<file path="src/rtl/eth_pkg.sv">
// Shared 10G receive-path definitions: block-lock states, sync header codes,
// default 10G block-lock parameters and the header classification helper.
package eth_pkg;

  typedef enum logic [1:0] {
    HUNT      = 2'd0,
    SLIP_WAIT = 2'd1,
    LOCKED    = 2'd2
  } lock_state_t;

  localparam logic [1:0] SYNC_DATA = 2'b01;
  localparam logic [1:0] SYNC_CTRL = 2'b10;

  localparam int DEF_LOCK_COUNT  = 64;
  localparam int DEF_WINDOW_HDRS = 1024;
  localparam int DEF_UNLOCK_BAD  = 16;
  localparam int DEF_SLIP_WAIT   = 32;
  localparam int DEF_BER_WINDOW  = 19531;
  localparam int DEF_BER_THRESH  = 16;

  // Same result as hdr[0] ^ hdr[1]: only the two legal sync codes pass.
  function automatic logic hdr_is_valid(input logic [1:0] hdr);
    return (hdr == SYNC_DATA) || (hdr == SYNC_CTRL);
  endfunction

endpackage

</file>
<file path="src/rtl/qsfp_rx_ber_mon.sv">
// BER monitor: counts invalid headers per fixed cycle window, flags high BER one cycle after threshold.
// No backpressure; held cleared whenever enable (block lock) is low.
module qsfp_rx_ber_mon
  import eth_pkg::*;
#(
  parameter int BER_WINDOW = DEF_BER_WINDOW,
  parameter int BER_THRESH = DEF_BER_THRESH
) (
  input  logic clock,
  input  logic resetn,
  input  logic enable,
  input  logic hdr_bad,
  output logic high_ber
);

  localparam int TIMER_W = $clog2(BER_WINDOW + 1);
  localparam int CNT_W   = $clog2(BER_THRESH + 1);
  localparam logic [TIMER_W-1:0] TIMER_LAST = TIMER_W'(BER_WINDOW - 1);
  localparam logic [CNT_W-1:0]   CNT_MAX    = CNT_W'(BER_THRESH);

  logic [TIMER_W-1:0] ber_timer;
  logic [CNT_W-1:0]   ber_cnt;
  logic               wrap;
  logic               at_thresh;

  assign wrap      = (ber_timer == TIMER_LAST);
  assign at_thresh = (ber_cnt == CNT_MAX);

  always_ff @(posedge clock) begin
    if (!resetn || !enable) begin
      ber_timer <= '0;
      ber_cnt   <= '0;
      high_ber  <= 1'b0;
    end else begin
      ber_timer <= wrap ? '0 : ber_timer + 1'b1;
      // The wrap-cycle header belongs to the window that is just starting.
      if (wrap) begin
        ber_cnt <= CNT_W'(hdr_bad);
      end else if (hdr_bad && !at_thresh) begin
        ber_cnt <= ber_cnt + 1'b1;
      end
      if (at_thresh) begin
        high_ber <= 1'b1;
      end else if (wrap) begin
        high_ber <= 1'b0;
      end
    end
  end

endmodule

</file>
<file path="src/rtl/qsfp_rx_block_lock.sv">
// 64b/66b block lock: slips the gearbox until sync headers align, then tracks loss of lock, BER and header errors.
// Outputs registered one cycle after the causing header; no backpressure, every rx_hdr_valid cycle is consumed.
module qsfp_rx_block_lock
  import eth_pkg::lock_state_t, eth_pkg::hdr_is_valid;
#(
  parameter int LOCK_COUNT  = eth_pkg::DEF_LOCK_COUNT,
  parameter int WINDOW_HDRS = eth_pkg::DEF_WINDOW_HDRS,
  parameter int UNLOCK_BAD  = eth_pkg::DEF_UNLOCK_BAD,
  parameter int SLIP_WAIT   = eth_pkg::DEF_SLIP_WAIT,
  parameter int BER_WINDOW  = eth_pkg::DEF_BER_WINDOW,
  parameter int BER_THRESH  = eth_pkg::DEF_BER_THRESH
) (
  input  logic        clock,
  input  logic        resetn,
  input  logic [1:0]  rx_hdr,
  input  logic        rx_hdr_valid,
  output logic        rx_bitslip,
  output logic        rx_block_lock,
  output logic        rx_high_ber,
  output logic [15:0] rx_error_count,
  input  logic        rx_error_clear
);

  localparam int GOOD_W = $clog2(LOCK_COUNT + 1);
  localparam int WAIT_W = $clog2(SLIP_WAIT + 1);
  localparam int HDR_W  = $clog2(WINDOW_HDRS + 1);
  localparam int BAD_W  = $clog2(UNLOCK_BAD + 1);

  localparam logic [GOOD_W-1:0] GOOD_LAST = GOOD_W'(LOCK_COUNT - 1);
  localparam logic [WAIT_W-1:0] WAIT_LAST = WAIT_W'(SLIP_WAIT - 1);
  localparam logic [HDR_W-1:0]  HDR_LAST  = HDR_W'(WINDOW_HDRS - 1);
  localparam logic [BAD_W-1:0]  BAD_LAST  = BAD_W'(UNLOCK_BAD - 1);
  localparam logic [15:0]       ERR_MAX   = 16'hFFFF;

  lock_state_t       state;
  lock_state_t       state_nxt;
  logic [GOOD_W-1:0] good_cnt;
  logic [WAIT_W-1:0] wait_cnt;
  logic [HDR_W-1:0]  hdr_cnt;
  logic [BAD_W-1:0]  bad_cnt;
  logic [15:0]       err_cnt;
  logic              hdr_good;
  logic              hdr_bad;
  logic              locked;
  logic              slip_nxt;
  logic              lock_nxt;

  assign hdr_good = rx_hdr_valid &&  hdr_is_valid(rx_hdr);
  assign hdr_bad  = rx_hdr_valid && !hdr_is_valid(rx_hdr);
  assign locked   = (state == eth_pkg::LOCKED);

  always_ff @(posedge clock) begin
    if (!resetn) begin
      state <= eth_pkg::HUNT;
    end else begin
      state <= state_nxt;
    end
  end

  always_comb begin
    state_nxt = state;
    case (state)
      eth_pkg::HUNT: begin
        if (hdr_bad) begin
          state_nxt = eth_pkg::SLIP_WAIT;
        end else if (hdr_good && good_cnt == GOOD_LAST) begin
          state_nxt = eth_pkg::LOCKED;
        end
      end
      eth_pkg::SLIP_WAIT: begin
        if (wait_cnt == WAIT_LAST) begin
          state_nxt = eth_pkg::HUNT;
        end
      end
      eth_pkg::LOCKED: begin
        // Unlock beats a coincident window close.
        if (hdr_bad && bad_cnt == BAD_LAST) begin
          state_nxt = eth_pkg::SLIP_WAIT;
        end
      end
      default: state_nxt = eth_pkg::HUNT;
    endcase
  end

  always_comb begin
    slip_nxt = 1'b0;
    lock_nxt = 1'b0;
    if (state_nxt == eth_pkg::SLIP_WAIT && state != eth_pkg::SLIP_WAIT) begin
      slip_nxt = 1'b1;
    end
    if (state_nxt == eth_pkg::LOCKED) begin
      lock_nxt = 1'b1;
    end
  end

  always_ff @(posedge clock) begin
    if (!resetn) begin
      rx_bitslip    <= 1'b0;
      rx_block_lock <= 1'b0;
    end else begin
      rx_bitslip    <= slip_nxt;
      rx_block_lock <= lock_nxt;
    end
  end

  // wait_cnt wraps to zero on leaving SLIP_WAIT, so every slip wait starts from 0.
  always_ff @(posedge clock) begin
    if (!resetn) begin
      good_cnt <= '0;
      wait_cnt <= '0;
      hdr_cnt  <= '0;
      bad_cnt  <= '0;
    end else begin
      case (state)
        eth_pkg::HUNT: begin
          if (hdr_bad || state_nxt == eth_pkg::LOCKED) begin
            good_cnt <= '0;
          end else if (hdr_good) begin
            good_cnt <= good_cnt + 1'b1;
          end
          if (state_nxt == eth_pkg::LOCKED) begin
            hdr_cnt <= '0;
            bad_cnt <= '0;
          end
        end
        eth_pkg::SLIP_WAIT: begin
          good_cnt <= '0;
          wait_cnt <= (wait_cnt == WAIT_LAST) ? '0 : wait_cnt + 1'b1;
        end
        eth_pkg::LOCKED: begin
          if (rx_hdr_valid) begin
            if (state_nxt != eth_pkg::LOCKED || hdr_cnt == HDR_LAST) begin
              hdr_cnt <= '0;
              bad_cnt <= '0;
            end else begin
              hdr_cnt <= hdr_cnt + 1'b1;
              bad_cnt <= bad_cnt + BAD_W'(hdr_bad);
            end
          end
        end
        default: begin
          good_cnt <= '0;
          wait_cnt <= '0;
        end
      endcase
    end
  end

  always_ff @(posedge clock) begin
    if (!resetn || rx_error_clear) begin
      err_cnt <= '0;
    end else if (locked && hdr_bad && err_cnt != ERR_MAX) begin
      err_cnt <= err_cnt + 1'b1;
    end
  end

  assign rx_error_count = err_cnt;

  qsfp_rx_ber_mon #(
    .BER_WINDOW (BER_WINDOW),
    .BER_THRESH (BER_THRESH)
  ) u_ber_mon (
    .clock    (clock),
    .resetn   (resetn),
    .enable   (locked),
    .hdr_bad  (hdr_bad),
    .high_ber (rx_high_ber)
  );

endmodule

</file>
<file path="config.mk">
export PLATFORM = sky130hd
export DESIGN_NAME = qsfp_rx_block_lock
export DESIGN_NICKNAME = d
export VERILOG_FILES = /design/src/rtl/eth_pkg.sv /design/src/rtl/qsfp_rx_ber_mon.sv /design/src/rtl/qsfp_rx_block_lock.sv
export SDC_FILE = /design/constraint.sdc
export NUM_CORES = 1
export LEC_CHECK = 0
export ABC_AREA = 1
export BUFFER_PORTS_ARGS = -buffer_cell sky130_fd_sc_hd__buf_2
export CAP_MARGIN = 20
export CORE_UTILIZATION = 26
export CTS_CLUSTER_DIAMETER = 50
export CTS_CLUSTER_SIZE = 30
export DETAILED_ROUTE_END_ITERATION = 10
export SLEW_MARGIN = 20
export SYNTH_ARGS = -nofsm -noshare
export SYNTH_HDL_FRONTEND = slang
export SYNTH_HIERARCHICAL = 1
export SYNTH_SLANG_ARGS = --single-unit
</file>
<file path="constraint.sdc">
create_clock -name clock -period 4.3 [get_ports clock]
set_input_delay 0.215 -clock clock [delete_from_list [all_inputs] [get_ports clock]]
set_output_delay 0.215 -clock clock [all_outputs]
set_load 0.05 [all_outputs]
</file>
==> run metrics <==
synthesized cell area just under 0.004 mm2; PostCTS Resize Cnt 0; vias in the first global route about 3200; main combinational cell family by area after synthesis simple AND/OR/NAND/NOR gates; Worst Skew around 0.0086 ns; Synth Instances 554; CTS Hold Buffers Added 0; First-pass DRT Iterations 7; reg2reg end rx_error_count[10]$_SDFFE_PP0P_; Total Routing Usage GR a little under an eighth; CTS tree done; RSZ-0062 raised after global routing false; hold depth 4; post-CTS setup buffer count 0; multiplexer area fraction after synthesis 0%; Power Dens Cells roughly 350 mW/mm2; reg2reg path depth 12; clk slew on worst S/H paths 0.05 ns; Final WS setup approximately 2.3 ns; Nets 594; initial core utilization about a quarter; run status finished with violations; Final Non-Filler Cells about 770; Clock Path Buffers 2; crit end category flip-flop; Final TNS setup 0 ns; Syn Nets between 500 and 600; initial antenna violation count 0; Avg Synthesized Cell Area roughly 7 um2; clock root buffer clkbuf_16; drt wl/cell around 11 um; register area share after synthesis roughly 36%; FMAX between 400 and 500 MHz; n_diodes 0; DR top layer met4; FF-to-FF Start rx_error_count[0]$_SDFFE_PP0P_; Post-synth top cells 131 x nand2_1, 70 x dfxtp_1, 62 x nor2_1; met2 wire length between 3000 and 4000 um; Post-Synth Simple-Gate Area about 37%; Synth Flop Type dfxtp_1; WL met1 around 4000 um; top cell type's share of synthesized area roughly 36%; worst relative slew slack between 50 and 60%; die height between 100 and 150 um; # rows 44; Tmin final about 2 ns; remaining global-route overflow 0; post-synth top area cell dfxtp_1; Worst Hold Endpoint rx_error_count[10]$_SDFFE_PP0P_; CTS buffer count 9; final WL between 8000 and 9000 um; Fin. Hold Viols 0; Clk Latency, worst-skew pair approximately 0.33 ns; DRC 1; failing checks DRC; most numerous cell in the Yosys netlist nand2_1; Pins Over Slew Limit 0; IO Pins 25; CP startpoint kind flip-flop; antenna viol nets, final 0; Post-synth EDFFs 0; Arr. time, crit path about 2.3 ns; Max Cap Violations 0; area share of fa/ha/maj cells after synthesis under 10%; Unique masters post-synth 35; YS warnings 6; # H-tree levels 3; Cells after DPL approximately 750; routed length on met3 150 um; initial drt markers 196; R2R setup slack 2.27 ns; Post-Place Setup Slack between 2 and 2.5 ns; via count 3353; # setup viols final 0; Post-Synth XOR/XNOR Area a little under 6%; area delta synth->final 15.9%; Setup CP Type reg2reg; largest net degree at the start of global routing 22; post-synthesis register bit count 70; Die ar. 0.0153 mm2; Leakage 1.67 nW; clock sinks 70; post-synthesis compound-gate area fraction under 10%; first-pass GRT wire length around 14000 um; critical path required time 4.52 ns; die width about 120 um; main area contributors after synthesis dfxtp_1 36%, nand2_1 13%, nor2_1 6.1%; Post-synth ARST share 0%; share of layout cells above drive strength 1 ~14%; maximum fanout along the worst path 16; Final period util between 40% and 50%; post-route design area 0.00446 mm2; core area roughly 0.014 mm2; # port buffers 24; VDD IR max between 0.00015 and 0.0002 V; global placer's final weighted congestion slightly above 0.8; DP Area 0.00412 mm2; Worst Tran Pin Value 0.696 ns; hpwl dp 5760 um; HP Start rx_error_clear; hold slack ~0.21 ns; worst hold path class in2reg; Vias/cell around 4.4
worst max-delay path by stage:
stage,startpoint,end,depth (start not counted)
final,rx_error_count[0]$_SDFFE_PP0P_,rx_error_count[10]$_SDFFE_PP0P_,12
after global routing,rx_error_count[0]$_SDFFE_PP0P_,rx_error_count[5]$_SDFFE_PP0P_,9
after CTS,rx_error_count[0]$_SDFFE_PP0P_,rx_error_count[10]$_SDFFE_PP0P_,12
after detailed placement,rx_hdr[1],rx_error_count[10]$_SDFFE_PP0P_,15
after global placement,rx_hdr[1],rx_error_count[10]$_SDFFE_PP0P_,15
after floorplan,rx_error_count[0]$_SDFFE_PP0P_,rx_error_count[1]$_SDFFE_PP0P_,9
critical path: stages (launching register included):
cell and delay (ns):
dfxtp_1 0.40, ha_1 0.21, nand3_1 0.16, nor3_2 0.19
nand3_1 0.12, nand2_2 0.23, clkinv_2 0.27, nand2_2 0.15
inv_2 0.04, nand2_1 0.05, nand2_1 0.04, inv_1 0.04
nor2_1 0.04
layer usage:
metal	GRT usage (%)	vias up
met1	14.4	1490
met5	0	-
met3	2.01	7
met4	5.05	0
li1	-	1830
met2	19.4	26
report_power, final:
part	internal (mW)	switching [mW]
sequential	0.657	0.00884
clock	0.554	0.272
combinational	0.0215	0.0437
sequential cells by signal (all words and copies together), names as in the netlist:
| register | cells |
|---|---|
| u_ber_mon/ber_timer | 15 |
| good_cnt | 7 |
| rx_block_lock | 1 |
| u_ber_mon/high_ber | 1 |
| wait_cnt | 6 |
| bad_cnt | 5 |
| rx_error_count | 16 |
| hdr_cnt | 11 |
| u_ber_mon/ber_cnt | 5 |
| rx_bitslip | 1 |
| state | 2 |
logic make-up (layout without fill, tap and decap cells):
| family | Yosys count | count (layout) |
|---|---|---|
| xor+xnor | 26 | 26 |
| compound gates | 62 | 62 |
| simple gates | 309 | 309 |
| flops | 70 | 70 |
| fa+ha+maj | 10 | 10 |
| buf+inv | 77 | 106 |
area by class of cell:
cell class | count | area [um2]
fillers | 1582 | 10000
clock buffers | 13 | 270
multi-input cells | 407 | 2120
clock inverters | 3 | 65.1
repair buffers | 24 | 120
well taps | 184 | 230
flip-flops and latches | 70 | 1400
inverters | 66 | 249
cells in the final DEF, fill, tap and decap left out, types with 7 or more instances in the layout:
cell type	netlist	layout
nand4_1	18	18
nand2_1	131	131
dfxtp_1	70	70
nand2_2	7	7
clkbuf_16	0	9
buf_2	4	24
ha_1	10	10
nor3_1	12	12
nand3_1	44	44
xor2_1	20	20
a21oi_1	43	43
nor2_1	62	62
inv_1	59	59
o21ai_0	13	13
nor2_2	16	16
metrics by stage:
stage / util [%] / power, mW
6_report: 30.8 / 1.56
5_1_grt: 30.8 / 1.62
4_1_cts: 30.8 / 1.58
3_5_place_dp: 28.5 / 0.746
3_3_place_gp: 28.5 / 0.746
2_1_floorplan: - / 0.729
No activity file was read; power rests on OpenSTA's default activity.
